<file path="config.mk">
export PLATFORM = sky130hd
export DESIGN_NAME = product_accumulator
export DESIGN_NICKNAME = d
export VERILOG_FILES = /design/src/rtl/product_accumulator.sv
export SDC_FILE = /design/constraint.sdc
export NUM_CORES = 1
export LEC_CHECK = 0
export CAP_MARGIN = 20
export CORE_ASPECT_RATIO = 0.7
export CORE_MARGIN = 1.5
export CORE_UTILIZATION = 36
export DETAILED_ROUTE_END_ITERATION = 12
export DONT_BUFFER_PORTS = 1
export GPL_TIMING_DRIVEN = 0
export SLEW_MARGIN = 5
export SYNTH_ARGS = -nofsm -noshare
export SYNTH_HDL_FRONTEND = slang
export SYNTH_SLANG_ARGS = --single-unit
</file>
<file path="constraint.sdc">
create_clock -name clk -period 4.6 [get_ports clk]
set_input_delay 0.92 -clock clk [delete_from_list [all_inputs] [get_ports clk]]
set_output_delay 0.92 -clock clk [all_outputs]
set_load 0.01 [all_outputs]
</file>
<file path="src/rtl/product_accumulator.sv">
// Burst accumulator for unsigned products from the 12x12 multiplier stage.
// Sums a programmed number of products with saturation and returns one result.
//
// state | meaning
// ------+---------------------------------------------------------------
// IDLE  | waiting for start; no product or result handshakes
// ACC   | accepting one product per beat until remaining reaches zero
// DONE  | holding the result on acc_out until the downstream takes it
module product_accumulator #(
    parameter int PROD_W = 24,
    parameter int ACC_W  = 32,
    parameter int LEN_W  = 8
) (
    input  logic              clk,
    input  logic              rst_n,
    input  logic              start,
    input  logic [LEN_W-1:0]  len,
    input  logic              prod_valid,
    input  logic [PROD_W-1:0] prod,
    output logic              prod_ready,
    output logic              acc_valid,
    output logic [ACC_W-1:0]  acc_out,
    input  logic              acc_ready,
    output logic              busy,
    output logic              overflow
);

    typedef enum logic [1:0] {
        S_IDLE = 2'd0,
        S_ACC  = 2'd1,
        S_DONE = 2'd2
    } state_t;

    localparam logic [ACC_W-1:0] ACC_MAX = '1;
    localparam logic [LEN_W-1:0] LEN_ONE = LEN_W'(1);

    state_t             state_q, state_d;
    logic [LEN_W-1:0]   rem_q, rem_d;
    logic [ACC_W-1:0]   acc_q, acc_d;
    logic               ovf_q, ovf_d;
    logic               busy_q;
    logic [ACC_W:0]     sum;

    // One extra bit catches the carry out that triggers saturation.
    assign sum = {1'b0, acc_q} + {{(ACC_W + 1 - PROD_W){1'b0}}, prod};

    always_comb begin
        state_d = state_q;
        rem_d   = rem_q;
        acc_d   = acc_q;
        ovf_d   = ovf_q;
        unique case (state_q)
            S_IDLE: begin
                if (start) begin
                    acc_d = '0;
                    ovf_d = 1'b0;
                    if (len != '0) begin
                        rem_d   = len;
                        state_d = S_ACC;
                    end else begin
                        state_d = S_DONE;
                    end
                end
            end
            S_ACC: begin
                if (prod_valid) begin
                    if (sum[ACC_W]) begin
                        acc_d = ACC_MAX;
                        ovf_d = 1'b1;
                    end else begin
                        acc_d = sum[ACC_W-1:0];
                    end
                    rem_d = rem_q - LEN_ONE;
                    if (rem_q == LEN_ONE) begin
                        state_d = S_DONE;
                    end
                end
            end
            S_DONE: begin
                if (acc_ready) begin
                    state_d = S_IDLE;
                end
            end
            default: begin
                state_d = S_IDLE;
            end
        endcase
    end

    always_ff @(posedge clk or negedge rst_n) begin
        if (!rst_n) begin
            state_q <= S_IDLE;
            rem_q   <= '0;
            acc_q   <= '0;
            ovf_q   <= 1'b0;
            busy_q  <= 1'b0;
        end else begin
            state_q <= state_d;
            rem_q   <= rem_d;
            acc_q   <= acc_d;
            ovf_q   <= ovf_d;
            busy_q  <= (state_d != S_IDLE);
        end
    end

    assign prod_ready = (state_q == S_ACC);
    assign acc_valid  = (state_q == S_DONE);
    assign acc_out    = acc_q;
    assign busy       = busy_q;
    assign overflow   = ovf_q;

endmodule

</file>
After elaboration in Yosys (flattened, before gate mapping) --
Cells that the tools add are included.
Word-level totals: flip-flop bits (word level) 44, bits of input ports 37, word-level logic and storage cells 39
Operators by class: add/subtract/negate cells 2, eq/ne operators 7, muxes and demuxes 18, reductions and logical operators 7
Operators by type and width (number):
- 2-to-1 mux 32 bit | 3
- one-hot mux 32 bit (2 select lines) | 1
- adder 32 x 24 -> 33 bit | 1
- 2-to-1 mux 8 bit | 3
- one-hot mux 8 bit (2 select lines) | 1
- 2-to-1 mux 2 bit | 5
- == test 8 x 1 -> 1 bit, second input constant | 1
- AND reduction 4 bit | 2
- nonzero test 8 bit | 1
- subtractor 8 x 1 -> 8 bit, second input constant | 1
- != test 2 bit, second input constant | 3
- one-hot mux 2 bit (3 select lines) | 1
- nonzero test 2 bit | 2
- 2-to-1 mux 1 bit | 3
- AND reduction 3 bit | 1
- == test 2 x 1 -> 1 bit, second input constant | 1
- == test 2 bit, second input constant | 1
- zero test 2 bit | 1
- != test 2 x 1 -> 1 bit, second input constant | 1
- one-hot mux 1 bit (2 select lines) | 1

Longest topological paths before layout --
Gate-level depths: netlist of the first run.
word-level depth 5, gate-level depth with buffers 11, depth with buffers taken out 9

Worst setup path after synthesis of the first run --
Ideal clock, no wire load.
kind input-to-reg, start input port prod[0], end register acc_q[25] (netlist: acc_out[25]), arrival 3.260 ns, required time 4.476 ns, setup slack 1.216 ns, stages 10, path buffers 1, path through ha_1 > fa_1 > a211o_1 > o211ai_1 > a2111oi_2 > o311a_4 > o2111ai_4 > a21oi_4 > buf_6 > a211o_1
Between the ends: cells in the longest elaborated chain, start to end 4
RTL lines:
- from (decl) | RTL line 19 | input logic [PROD_W-1:0] prod,
- adder 32 x 24 -> 33 bit | RTL line 45 | assign sum = {1'b0, acc_q} + {{(ACC_W + 1 - PROD_W){1'b0}}, prod};
- 2-to-1 mux 32 bit | RTL line 67 | if (sum[ACC_W]) begin
- 2-to-1 mux 32 bit | RTL line 66 | if (prod_valid) begin
- one-hot mux 32 bit (2 select lines) | RTL line 52 | unique case (state_q)
- to (signal assigned) | RTL line 94 | acc_q <= '0;
- to (signal assigned) | RTL line 100 | acc_q <= acc_d;
- to (decl) | RTL line 39 | logic [ACC_W-1:0] acc_q, acc_d;
No other way between the ends. The select of a mux whose other input is x is not followed. A chain may end at the register's enable or synchronous reset.

Worst setup path after layout of the first run --
start input port prod[0], end register acc_q[18] (netlist: acc_out[18])
Same word-level chain as after synthesis.

==> impl_metrics.py, run 1 <==
metrics = {
    "outcome": {
        "status": "finished, final reports clean",
    },
    "route": {
        "post-route-drc-count": 0,
        "dr.pass1.iters": 5,
        "post_drt_wl_per_cell_microns": 18.2,
        "final_antenna_net_count": 0,
        "drt_iter0_markers": 199,
        "vias": 3217,
        "viasPerCell": 5.98,
        "drt_wl_total_microns": 9780,
    },
    "yosys": {
        "ys_warn_count": 0,
        "syn-num-nets": 466,
        "postSynth.asyncResetShare_pct": 100,
        "synth.cell_area_sq_mm": 0.00355,
        "synthCells": 402,
        "synth_edf_count": 0,
        "synth_cell_type_count": 58,
        "synth-main-ff-cell": "dfrtp_1",
        "synth_seq_cells": 44,
        "synth-seq-area-share_pct": 31.1,
        "synth_area_per_cell_sq_um": 8.82,
    },
    "timing": {
        "slew_violations": 0,
        "min_period_ns": 3.42,
        "slew_headroom_pct": 39.0,
        "setup_tns_ns": 0,
        "clock_skew_ns": 0.00968,
        "final-hold-violation-count": 0,
        "worstMarginPinSlew_ns": 0.907,
        "rsz0062_at_grt": "false",
        "setup_viol": 0,
        "fmax_mhz": 293,
        "whs_ns": 0.315,
        "fin_crit_sh_pct": 74.3,
    },
    "clocking": {
        "cts_max_level": 2,
        "ctsHoldBuffers": 0,
        "cts_tree": "built",
        "cts_max_path_buffers": 2,
        "cts_buffers": 5,
        "post_cts_buffers": 0,
        "cts_resized": 0,
        "cts.sinks": 44,
        "cts-root-buf": "clkbuf_16",
        "clkLatencyLatePin_ns": 0.29,
        "clkTransAtPathRegs_ns": 0.07,
    },
    "run": {
        "maxCapViolations": 0,
    },
    "worst_setup_path": {
        "start_kind": "primary input",
        "cp_data_required_time_ns": 4.77,
        "r2r_setup_slack_ns": 1.34,
        "cp-startpoint": "prod[0]",
        "crit_path_end_kind": "register",
        "r2r_start": "acc_out[0]",
        "rr_worst_depth": 10,
        "cp_max_fo": 10,
        "cp.arrival_ns": 3.58,
        "criticalPathCategory": "in -> reg",
        "r2r_end": "acc_out[18]",
    },
    "grt": {
        "grt_max_degree": 45,
        "grt.total_usage_pct": 18.7,
        "grt_pass1_vias": 3042,
        "antenna_found_initial": 0,
        "grt_pass1_wl_microns": 15400,
        "grt-ovfl-total": 0,
    },
    "pwr": {
        "vdd_ir_drop_max_mv": 0.210,
        "total_power_mw": 2.82,
        "power_density_mw_per_mm2": 728,
        "power.leakage_nw": 1.61,
    },
    "floorplan": {
        "start_util_pct": 36.8,
        "core_area_sq_mm": 0.00965,
        "die_w_microns": 122,
        "dieArea_sq_mm": 0.0105,
        "die_y_microns": 86.0,
        "io-pin-count": 73,
        "core.rowCount": 30,
    },
    "place": {
        "gp_congestion": 0.828,
        "io_buffers": 0,
        "hpwl_microns": 7510,
    },
    "finish": {
        "drive_above_1_share_pct": 5.37,
        "fin_nets": 473,
        "post-route-util_pct": 40.2,
        "layout_commonest_cell": "dfrtp_1",
        "layout_common_cells": "44 x dfrtp_1, 35 x a21oi_1, 28 x nand2_1, 28 x nor2_1, 27 x a221o_1",
        "antenna-diode-count": 0,
        "area_growth_pct": 9.25,
    },
    "worst_hold_path": {
        "hp-class": "in -> async",
    },
}
[how the worst max path moves through the flow]
| stage | slack [ns] | endpoint | cells after the start |
|---|---|---|---|
| floorplan | 1.22 | acc_out[25] | 10 |
| global placement | 0.91 | acc_out[8] | 10 |
| detailed placement | 0.92 | acc_out[18] | 10 |
| CTS | 1.21 | acc_out[18] | 10 |
| global route | 1.05 | acc_out[9] | 10 |
| finish | 1.18 | acc_out[18] | 10 |
[where the power goes]
group | switching, mW | internal [mW] | total [mW]
sequential | 0.218 | 0.545 | 0.763
combinational | 0.958 | 0.682 | 1.64
clock | 0.162 | 0.256 | 0.418
[Yosys cell counts, types with 3 or more instances]
| master | number | area (sq um) |
|---|---|---|
| a2111oi_0 | 5 | 43.8 |
| a211o_1 | 5 | 43.8 |
| a211oi_1 | 8 | 60.1 |
| a21o_1 | 9 | 67.6 |
| a21oi_1 | 35 | 175 |
| a221o_1 | 27 | 270 |
| a22oi_1 | 4 | 30.0 |
| a31oi_1 | 5 | 31.3 |
| and2_1 | 6 | 37.5 |
| and3_1 | 5 | 31.3 |
| clkbuf_1 | 17 | 63.8 |
| dfrtp_1 | 44 | 1100 |
| ha_1 | 26 | 325 |
| inv_1 | 14 | 52.6 |
| nand2_1 | 28 | 105 |
| nand2b_1 | 3 | 18.8 |
| nand3_1 | 10 | 50.1 |
| nand4_1 | 4 | 25.0 |
| nor2_1 | 28 | 105 |
| nor2b_1 | 4 | 25.0 |
| nor3_1 | 5 | 25.0 |
| nor4_1 | 7 | 43.8 |
| o211ai_1 | 7 | 52.6 |
| o21a_1 | 3 | 22.5 |
| o21ai_0 | 17 | 85.1 |
| o21ai_1 | 17 | 85.1 |
| o21bai_1 | 5 | 37.5 |
| or3_1 | 3 | 18.8 |
| xnor2_1 | 15 | 131 |
| xor2_1 | 4 | 35.0 |
[logic make-up (layout without fill, tap and decap cells)]
group,count (synthesis),in the layout,synth area share (%)
flops,44,44,31.1
compound gates,165,165,34.7
xor+xnor,19,19,4.69
fa+ha+maj,27,27,9.74
simple gates,111,111,15.6
buf+inv,36,44,4.27
[through the flow]
step	setup slack, ns	cell area, sq um	cells
after detailed placement	0.921	3710	530
after floorplan	1.22	3550	402
after global placement	0.908	3710	530
after global routing	1.05	3870	538
final	1.18	3870	538
after CTS	1.21	3870	538
[per-layer routing]
metal	track usage, %	up-vias	share of wire [%]
met2	25.7	107	40
met3	7.18	8	9.1
met5	0	-	0
met1	27.5	1523	51
li1	-	1579	-
met4	3.42	0	0.84
[sequential cells by signal, indices dropped and copies added, names as in the netlist]
| register | flops |
|---|---|
| acc_out | 32 |
| busy | 1 |
| overflow | 1 |
| rem_q | 8 |
| state_q | 2 |
[critical path, cell delays in order]
cell and delay, ns:
ha_1 0.22, fa_1 0.43, a211o_1 0.31, o211ai_1 0.24, a2111oi_2 0.18, o311a_4 0.37, o2111ai_4 0.28, a21oi_4 0.17
buf_6 0.18, a221o_1 0.27
[area by class of cell]
type | instances | area (sq um)
Clock buffer | 5 | 125
Fill cell | 967 | 5770
Inverter | 16 | 60.1
Multi-Input combinational cell | 322 | 2290
Buffer | 20 | 91.3
Sequential cell | 44 | 1100
Clock inverter | 3 | 42.5
Tap cell | 128 | 160
No activity file was read; power rests on OpenSTA's default activity.
==> run 2, diff against run 1 <==
==> constraint.sdc (replaced) <==
create_clock -name clk -period 3 [get_ports clk]
set_input_delay 0.6 -clock clk [delete_from_list [all_inputs] [get_ports clk]]
set_output_delay 0.6 -clock clk [all_outputs]
set_load 0.01 [all_outputs]
==> impl_metrics.py, run 2 (synthesis results as in run 1) <==
metrics = {
    "worst_setup_path": {
        "cp.arrival_ns": 3.10,
        "rr_worst_depth": 10,
        "cp_data_required_time_ns": 3.17,
        "crit_path_end_kind": "register",
        "cp_max_fo": 10,
        "criticalPathCategory": "reg -> reg",
        "r2r_end": "acc_out[18]",
        "r2r_setup_slack_ns": 0.07,
        "start_kind": "register",
        "r2r_start": "acc_out[0]",
    },
    "route": {
        "dr.pass1.iters": 5,
        "vias": 3331,
        "viasPerCell": 6.12,
        "post-route-drc-count": 0,
        "drt_iter0_markers": 223,
        "final_antenna_net_count": 0,
        "post_drt_wl_per_cell_microns": 18.5,
        "drt_wl_total_microns": 10100,
    },
    "pwr": {
        "p_comb_share_pct": 58.8,
        "vdd_ir_drop_max_mv": 0.373,
        "switching_share_pct": 47.6,
        "clkPwrFrac_pct": 14.5,
        "power_density_mw_per_mm2": 1110,
        "power.leakage_nw": 1.64,
        "p_seq_share_pct": 26.7,
        "p_switching_mw": 2.10,
        "power.internal_mw": 2.31,
    },
    "grt": {
        "antenna_found_initial": 0,
        "grt_pass1_wl_microns": 16400,
        "grt_max_degree": 45,
        "grt_pass1_vias": 3112,
        "grt.total_usage_pct": 19.8,
        "grt-ovfl-total": 0,
    },
    "clocking": {
        "cts_max_level": 2,
        "cts.sinks": 44,
        "cts_max_path_buffers": 2,
        "cts_buffers": 5,
        "clkTransAtPathRegs_ns": 0.07,
        "clkLatencyLatePin_ns": 0.29,
        "cts_tree": "built",
        "cts-root-buf": "clkbuf_16",
    },
    "floorplan": {
        "die_y_microns": 86.0,
        "start_util_pct": 36.8,
        "die_w_microns": 122,
        "dieArea_sq_mm": 0.0105,
        "core.rowCount": 30,
        "core_area_sq_mm": 0.00965,
        "io-pin-count": 73,
    },
    "timing": {
        "rsz0062_at_grt": "true",
        "worstMarginPinSlew_ns": 1.02,
        "slew_violations": 0,
        "setup_tns_ns": 0,
        "min_period_ns": 2.93,
        "fmax_mhz": 341,
        "fin_crit_sh_pct": 97.8,
        "slew_headroom_pct": 31.5,
        "clock_skew_ns": 0.00827,
        "final-hold-violation-count": 0,
        "whs_ns": 0.152,
        "setup_viol": 0,
    },
    "place": {
        "io_buffers": 0,
        "gp_congestion": 0.859,
        "hpwl_microns": 7640,
    },
    "finish": {
        "largest_reg_flops": 32,
        "layout_common_cells": "43 x dfrtp_1, 35 x a21oi_1, 28 x nand2_1, 28 x nor2_1, 27 x a221o_1",
        "layout_commonest_cell": "dfrtp_1",
        "area_growth_pct": 12.4,
        "antenna-diode-count": 0,
        "fin_nets": 479,
        "drive_above_1_share_pct": 7.69,
    },
    "outcome": {
        "status": "finished, final reports clean",
    },
    "run": {
        "maxCapViolations": 0,
    },
    "worst_hold_path": {
        "hp-class": "in -> async",
    },
}
==> run 2: power groups by stage <==
stage	clock (mW)	sequential (mW)	combinational [mW]
floorplan	0	1.11	2.02
global placement	0	1.18	2.45
detailed placement	0	1.19	2.49
CTS	0.661	1.18	2.55
global route	0.683	1.22	2.89
finish	0.638	1.18	2.59
==> run 2: worst max path at each step <==
stage	slack, ns	depth (start not counted)	endpoint	startpoint
after floorplan	-0.02	10	acc_out[18]	prod[0]
after global placement	-0.32	10	acc_out[8]	prod[0]
after detailed placement	-0.39	10	acc_out[18]	prod[0]
after CTS	0.05	10	acc_out[18]	acc_out[0]
after global routing	-0.02	10	acc_out[18]	acc_out[0]
final	0.07	10	acc_out[18]	acc_out[0]
==> run 2: worst max-delay path, stage by stage (launching register included) <==
cell	delay (ns)
dfrtp_2	0.46
ha_4	0.19
fa_2	0.41
a211o_1	0.28
o211ai_1	0.19
a2111oi_4	0.15
o311a_4	0.35
o2111ai_4	0.22
a21oi_4	0.11
buf_6	0.16
a221o_1	0.27
==> run 2: repair_timing <==
action                                  CTS  global route
pin swaps                                 4             2
hold buffers                              1             0
endpoints found under the hold margin    44             0
endpoints found under the setup margin   31            27
buffers inserted                          3             2
resized for setup                         2             1
==> run 2: layout make-up <==
class                   count  area, sq um
flip-flops and latches     44         1100
inverters                  16         60.1
plain buffers              20         91.3
clock buffers               5          125
clock inverters             3         42.5
repair buffers              6         77.6
multi-input cells         322         2320
fillers                   950         5660
well taps                 128          160
==> run 2: metrics by stage <==
step / setup slack (ns) / area, sq um / std cells / util [%] / power (mW)
floorplan: -0.0187 / 3560 / 402 / - / 3.13
global placement: -0.321 / 3720 / 530 / 38.6 / 3.63
detailed placement: -0.385 / 3720 / 530 / 38.6 / 3.68
CTS: 0.0457 / 3970 / 542 / 41.1 / 4.40
global route: -0.0198 / 3980 / 544 / 41.3 / 4.80
finish: 0.0665 / 3980 / 544 / 41.3 / 4.40
==> run 2: routing by layer <==
metal | up-vias | track usage, % | part of all wire, %
li1 | 1585 | - | -
met1 | 1609 | 28.6 | 48
met2 | 125 | 28.3 | 41
met3 | 12 | 6.91 | 9.9
met4 | 0 | 3.74 | 1.2
met5 | - | 0 | 0
==> run 3, diff against run 2 <==
--- a/config.mk
+++ b/config.mk
@@ -6,7 +6,6 @@
 export NUM_CORES = 1
 export LEC_CHECK = 0
 export CAP_MARGIN = 20
-export CORE_ASPECT_RATIO = 0.7
 export CORE_MARGIN = 1.5
 export CORE_UTILIZATION = 36
 export DETAILED_ROUTE_END_ITERATION = 12
==> impl_metrics.py, run 3 (synthesis results as in run 1) <==
metrics = {
    "outcome": {
        "status": "finished, final reports clean",
    },
    "grt": {
        "grt.total_usage_pct": 19.0,
        "grt_pass1_wl_microns": 15700,
        "grt_max_degree": 45,
        "met2_usage_pct": 31.7,
        "grt-ovfl-total": 0,
        "antenna_found_initial": 0,
        "grt_pass1_vias": 3274,
        "grtUsageMet3_pct": 6.43,
        "met1_usage_pct": 23.1,
        "busiest_layer": "met2",
    },
    "finish": {
        "drive_above_1_share_pct": 8.57,
        "layout_commonest_cell": "dfrtp_1",
        "antenna-diode-count": 0,
        "instances_no_fill": 553,
        "layout_common_cells": "43 x dfrtp_1, 35 x a21oi_1, 28 x nand2_1, 28 x nor2_1, 27 x a221o_1",
        "fin_nets": 483,
        "area_growth_pct": 11.9,
        "largest_reg_flops": 32,
        "design_area_sq_mm": 0.00397,
    },
    "route": {
        "post-route-drc-count": 0,
        "post_drt_wl_per_cell_microns": 17.7,
        "drt_iter0_markers": 110,
        "vias": 3263,
        "drt_wl_total_microns": 9780,
        "viasPerCell": 5.90,
        "final_antenna_net_count": 0,
        "dr.pass1.iters": 6,
    },
    "timing": {
        "slew_headroom_pct": 38.4,
        "whs_ns": 0.127,
        "final-hold-violation-count": 0,
        "fin_ws_ns": 0.0769,
        "worstMarginPinSlew_ns": 0.916,
        "fin_crit_sh_pct": 97.4,
        "rsz0062_at_grt": "true",
        "min_period_ns": 2.92,
        "clock_skew_ns": 0.00568,
        "slew_violations": 0,
        "fmax_mhz": 342,
        "setup_viol": 0,
    },
    "worst_setup_path": {
        "cpMaxStageDelayCell": "dfrtp_2",
        "crit_path_frequent_cell": "a211o_1",
        "criticalPathCategory": "reg -> reg",
        "cp_data_required_time_ns": 3.20,
        "cp.arrival_ns": 3.13,
        "crit_path_end_kind": "register",
        "worstPathCellList": "ha_4, fa_2, a211o_1, o211ai_1, a2111oi_4, o311a_4, o2111ai_4, a21oi_4, buf_2, a211o_1",
        "start_kind": "register",
        "cpPeakStageDelay_ns": 0.47,
        "cp_max_fo": 6,
    },
    "pwr": {
        "power.internal_mw": 2.18,
        "power_density_mw_per_mm2": 1070,
        "p_switching_mw": 2.07,
        "vdd_ir_drop_max_mv": 0.343,
        "power.leakage_nw": 1.64,
        "switching_share_pct": 48.7,
        "total_power_mw": 4.24,
        "p_seq_share_pct": 27.6,
        "clkPwrFrac_pct": 11.7,
        "p_comb_share_pct": 60.8,
    },
    "place": {
        "hpwl_microns": 7260,
        "io_buffers": 0,
        "dp.cells": 535,
        "placed_area_sq_mm": 0.00373,
        "gp_congestion": 0.846,
        "place_ws_ns": -0.309,
    },
    "floorplan": {
        "core.rowCount": 36,
        "die_w_microns": 102,
        "start_util_pct": 36.6,
        "dieArea_sq_mm": 0.0105,
        "io-pin-count": 73,
        "core_area_sq_mm": 0.00968,
        "die_y_microns": 102,
    },
    "clocking": {
        "cts_max_level": 2,
        "cts_tree": "built",
        "clkTransAtPathRegs_ns": 0.10,
        "cts_max_path_buffers": 2,
        "cts.sinks": 44,
        "cts_buffers": 5,
        "cts-root-buf": "clkbuf_8",
        "clkLatencyLatePin_ns": 0.31,
    },
    "worst_hold_path": {
        "hp-class": "in -> async",
    },
    "run": {
        "maxCapViolations": 0,
    },
}
==> run 3: final timing paths <==
path | startpoint | endpoint | slack [ns] | cells past startpoint
hold / removal | rst_n | acc_out[23] | 0.13 | 1
max in group asynchronous | rst_n | acc_out[27] | 2.66 | 1
setup reg to reg | acc_out[0] | acc_out[29] | 0.08 | 10
hold reg to reg | rem_q[6] | rem_q[6] | 0.53 | 2
setup / recovery | acc_out[0] | acc_out[29] | 0.08 | 10
min in group clk | len[0] | rem_q[0] | 0.41 | 2
==> run 3: power groups by stage <==
stage,Sequential [mW],Clock (mW),Combinational [mW]
finish,1.17,0.495,2.58
global route,1.22,0.538,2.88
CTS,1.17,0.513,2.52
detailed placement,1.18,0,2.47
global placement,1.17,0,2.44
floorplan,1.11,0,2.02
==> run 3: stage by stage <==
step / utilization [%] / setup TNS (ns)
finish: 41.0 / 0
global route: 41.0 / -0.468
CTS: 40.4 / 0
detailed placement: 38.5 / -6.80
global placement: 38.5 / -6.00
floorplan: - / -0.277
==> run 3: per-layer routing <==
layer / vias to the layer above / part of all wire (%)
met2: 87 / 47
met5: - / 0
li1: 1590 / -
met4: 0 / 1.4
met3: 12 / 7.9
met1: 1574 / 44
==> run 3: critical path: cells and delay by family, from the launching register on <==
family          cells  cell delay, ns
fa+ha+maj           2            0.53
compound gates      7            1.61
buf+inv             1            0.20
flops               1            0.47
==> run 3: cell type report <==
| type | count | area, sq um |
|---|---|---|
| plain buffers | 20 | 91.3 |
| clock buffers | 5 | 68.8 |
| clock inverters | 3 | 46.3 |
| fillers | 987 | 5720 |
| inverters | 16 | 60.1 |
| multi-input cells | 322 | 2320 |
| flip-flops and latches | 44 | 1100 |
| well taps | 133 | 166 |
| repair buffers | 10 | 109 |
==> run 3: repair_timing <==
item / CTS / global route
setup endpoints to repair: 27 / 30
pin swaps: 2 / 5
gates resized for setup: 1 / 4
hold buffers: 1 / 0
setup buffers: 4 / 3
gates cloned: 0 / 2
endpoints found under the hold margin: 44 / 0
==> edit (flow settings as in run 3) <==
Change the parameter `PROD_W` from 24 to 20.
--- a/src/rtl/product_accumulator.sv
+++ b/src/rtl/product_accumulator.sv
@@ -7,7 +7,7 @@
 // ACC   | accepting one product per beat until remaining reaches zero
 // DONE  | holding the result on acc_out until the downstream takes it
 module product_accumulator #(
-    parameter int PROD_W = 24,
+    parameter int PROD_W = 20,
     parameter int ACC_W  = 32,
     parameter int LEN_W  = 8
 ) (
Ports: changed (resized prod); port bits go from 73 to 69. No check against the original RTL was run, so the function may have changed too.
==> edit against run 3 <==
Wire length down 16%. Critical path type unchanged. Sequential share of layout area rose by 4.2 points. Sequential power fell by 4%. Combinational power decreased by 28%. Fmax increased by 2.5%. Worst hold slack gained 0.0092 ns. Setup slack gained 0.071 ns. Sequential cell count unchanged. Design area down 13%. Largest power group unchanged. Utilization grew 1.0 points. Total power fell by 20%. Synthesized area down 14%. Count of clock-buffer cells in the layout increased by 2.
==> edit: results (changes against run 3) <==
- Status: finished, final reports clean (unchanged)
- Buffers on Ports: 0 (unchanged)
- HPWL after DPL: 5.88 mm (was 7.26 mm)
- Worst Clk Skew: 0.0119 ns (was 0.00568 ns)
- First-pass GRT wire length: 13.2 mm (was 15.7 mm)
- Mapped Nets: 401 (was 466)
- Tot GR Track Use: 18.6% (was 19.0%)
- Max Root-Sink Buffers: 2 (unchanged)
- H-tree levels: 2 (unchanged)
- DP Worst Slack: -0.261 ns (was -0.309 ns)
- Initial antenna violation count: 0 (unchanged)
- Max VDD drop: 0.342 mV (was 0.343 mV)
- Area contributors post-synth: dfrtp_1, ha_1, a21oi_1 (was dfrtp_1, ha_1, a221o_1)
- Max reg flops: 32 (unchanged)
- Layout cells sized above 1: 10.0% (was 8.57%)
- Detailed-route via count: 2733 (was 3263)
- Relative slew slack: 36.1% (was 38.4%)
- RD Place Congestion: 0.818 (was 0.846)
- Drt wl/cell: 17.8 um (was 17.7 um)
- Fin nets: 415 (was 483)
- Router iterations before antenna repair: 4 (was 6)
- Iter 0 DRT Violations: 83 (was 110)
- Leakage power: 1.47 nW (was 1.64 nW)
- Worst R2R Setup Slack: 0.15 ns (was 0.08 ns)
- TritonCTS buffer count: 5 (unchanged)
- Area of placed instances: 0.00320 sq mm (was 0.00373 sq mm)
- Clock Tree Root: clkbuf_8 (unchanged)
- Clock-pin transition on the worst setup and hold timing paths: around 0.090 ns
- R2R Path End: acc_out[23] (was acc_out[29])
- R2R depth: 12 (was 10)
- FF-to-FF Start: acc_out[0] (unchanged)
- Largest net degree at the start of global routing: 45 (unchanged)
- Drt drc: 0 (unchanged)
- Netlist cell types: 55 (was 58)
- Clock latency on the worst-skew pair: 0.30 ns
- Hold/Removal Path Class: in2async (unchanged)
- Post-synth top cells: dfrtp_1, a21oi_1, o21ai_0 (was dfrtp_1, a21oi_1, nand2_1, nor2_1, a221o_1)
- Crit path max fanout: 4 (was 6)
- Syn. warnings: 0 (unchanged)
- CP arrival: 3.05 ns (was 3.13 ns)
- Sequential fraction of the synthesis area: 36.0% (was 31.1%)
- Share of flip-flops with an asynchronous set or reset: 100% (unchanged)
- Diodes inserted: 0 (unchanged)
-- edit: changes by cell type in the layout (fill, tap and decap cells not counted), sizes merged, moves of 3 or more --
cell / before / now
o211ai: 7 / 1
a2111oi: 7 / 0
xor2: 4 / 10
xnor2: 15 / 7
ha: 26 / 22
a31oi: 5 / 9
a211oi: 9 / 2
a211o: 5 / 2
and2: 7 / 4
a221o: 27 / 12
nor2: 28 / 22
inv: 17 / 7
-- edit: how the worst max path moves through the flow --
stage	start	end	slack (ns)	cells past startpoint
after floorplan	prod[0]	acc_out[23]	0.02	13
after global placement	prod[0]	acc_out[29]	-0.31	12
after detailed placement	prod[0]	acc_out[29]	-0.26	12
after CTS	acc_out[0]	acc_out[23]	0.000009	13
after global routing	acc_out[0]	acc_out[18]	-0.002	12
final	acc_out[0]	acc_out[23]	0.15	12
-- edit: area by class of cell --
class,instances,area (sq um)
tap,105,131
inverter,7,26.3
timing repair buffer,8,80.1
fill,799,4760
buffer,17,73.8
clock buffer,7,86.3
multi-input combinational,276,1940
sequential,44,1100
clock inverter,1,7.51
-- edit: per-layer routing --
metal	up-vias	wire length, um	track usage (%)
li1	1327	-	-
met5	-	0	0
met4	0	118	4.60
met2	48	3780	30.0
met3	9	394	3.75
met1	1349	3960	25.4
-- edit: where the power goes --
part | switching, mW | internal (mW)
clock network | 0.218 | 0.188
registers | 0.310 | 0.813
logic | 1.05 | 0.815
total | 1.58 | 1.82
-- edit: critical path, cell delays in order (launching register included) --
cell      delay, ns
dfrtp_2        0.46
ha_4           0.18
fa_2           0.41
a211oi_2       0.23
o21bai_1       0.09
a21o_2         0.25
a41oi_4        0.17
nor3_2         0.08
o21ba_1        0.18
buf_6          0.11
or4b_4         0.24
nand2_1        0.06
a211o_1        0.28
-- edit: cell families (layout without fill, tap and decap cells) --
logic type	count (synthesis)	in the layout	share of synthesized area (%)
and+or+nand+nor	103	103	16.9
AOI/OAI and AO/OA	132	132	28.7
DFF	44	44	36.0
buffers and inverters	25	40	3.56
xor gates and xnor gates	17	17	4.86
muxes	1	1	0.327
adders and majority gates	23	23	9.64
-- edit: stage by stage --
| stage | std cells | hold slack (ns) | utilization [%] |
|---|---|---|---|
| CTS | 463 | 0.141 | 41.0 |
| global route | 465 | 0.145 | 42.0 |
| floorplan | 345 | 0.304 | - |
| detailed placement | 450 | 0.306 | 39.0 |
| finish | 465 | 0.136 | 42.0 |
| global placement | 450 | 0.306 | 39.0 |
-- edit: repair_timing --
action | 4_1_cts | 5_1_grt
resized for setup | 4 | 16
buffers inserted | 4 | 3
hold endpoints to repair | 44 | 0
hold buffers | 1 | 0
pin swaps | 3 | 10
setup endpoints to repair | 23 | 25
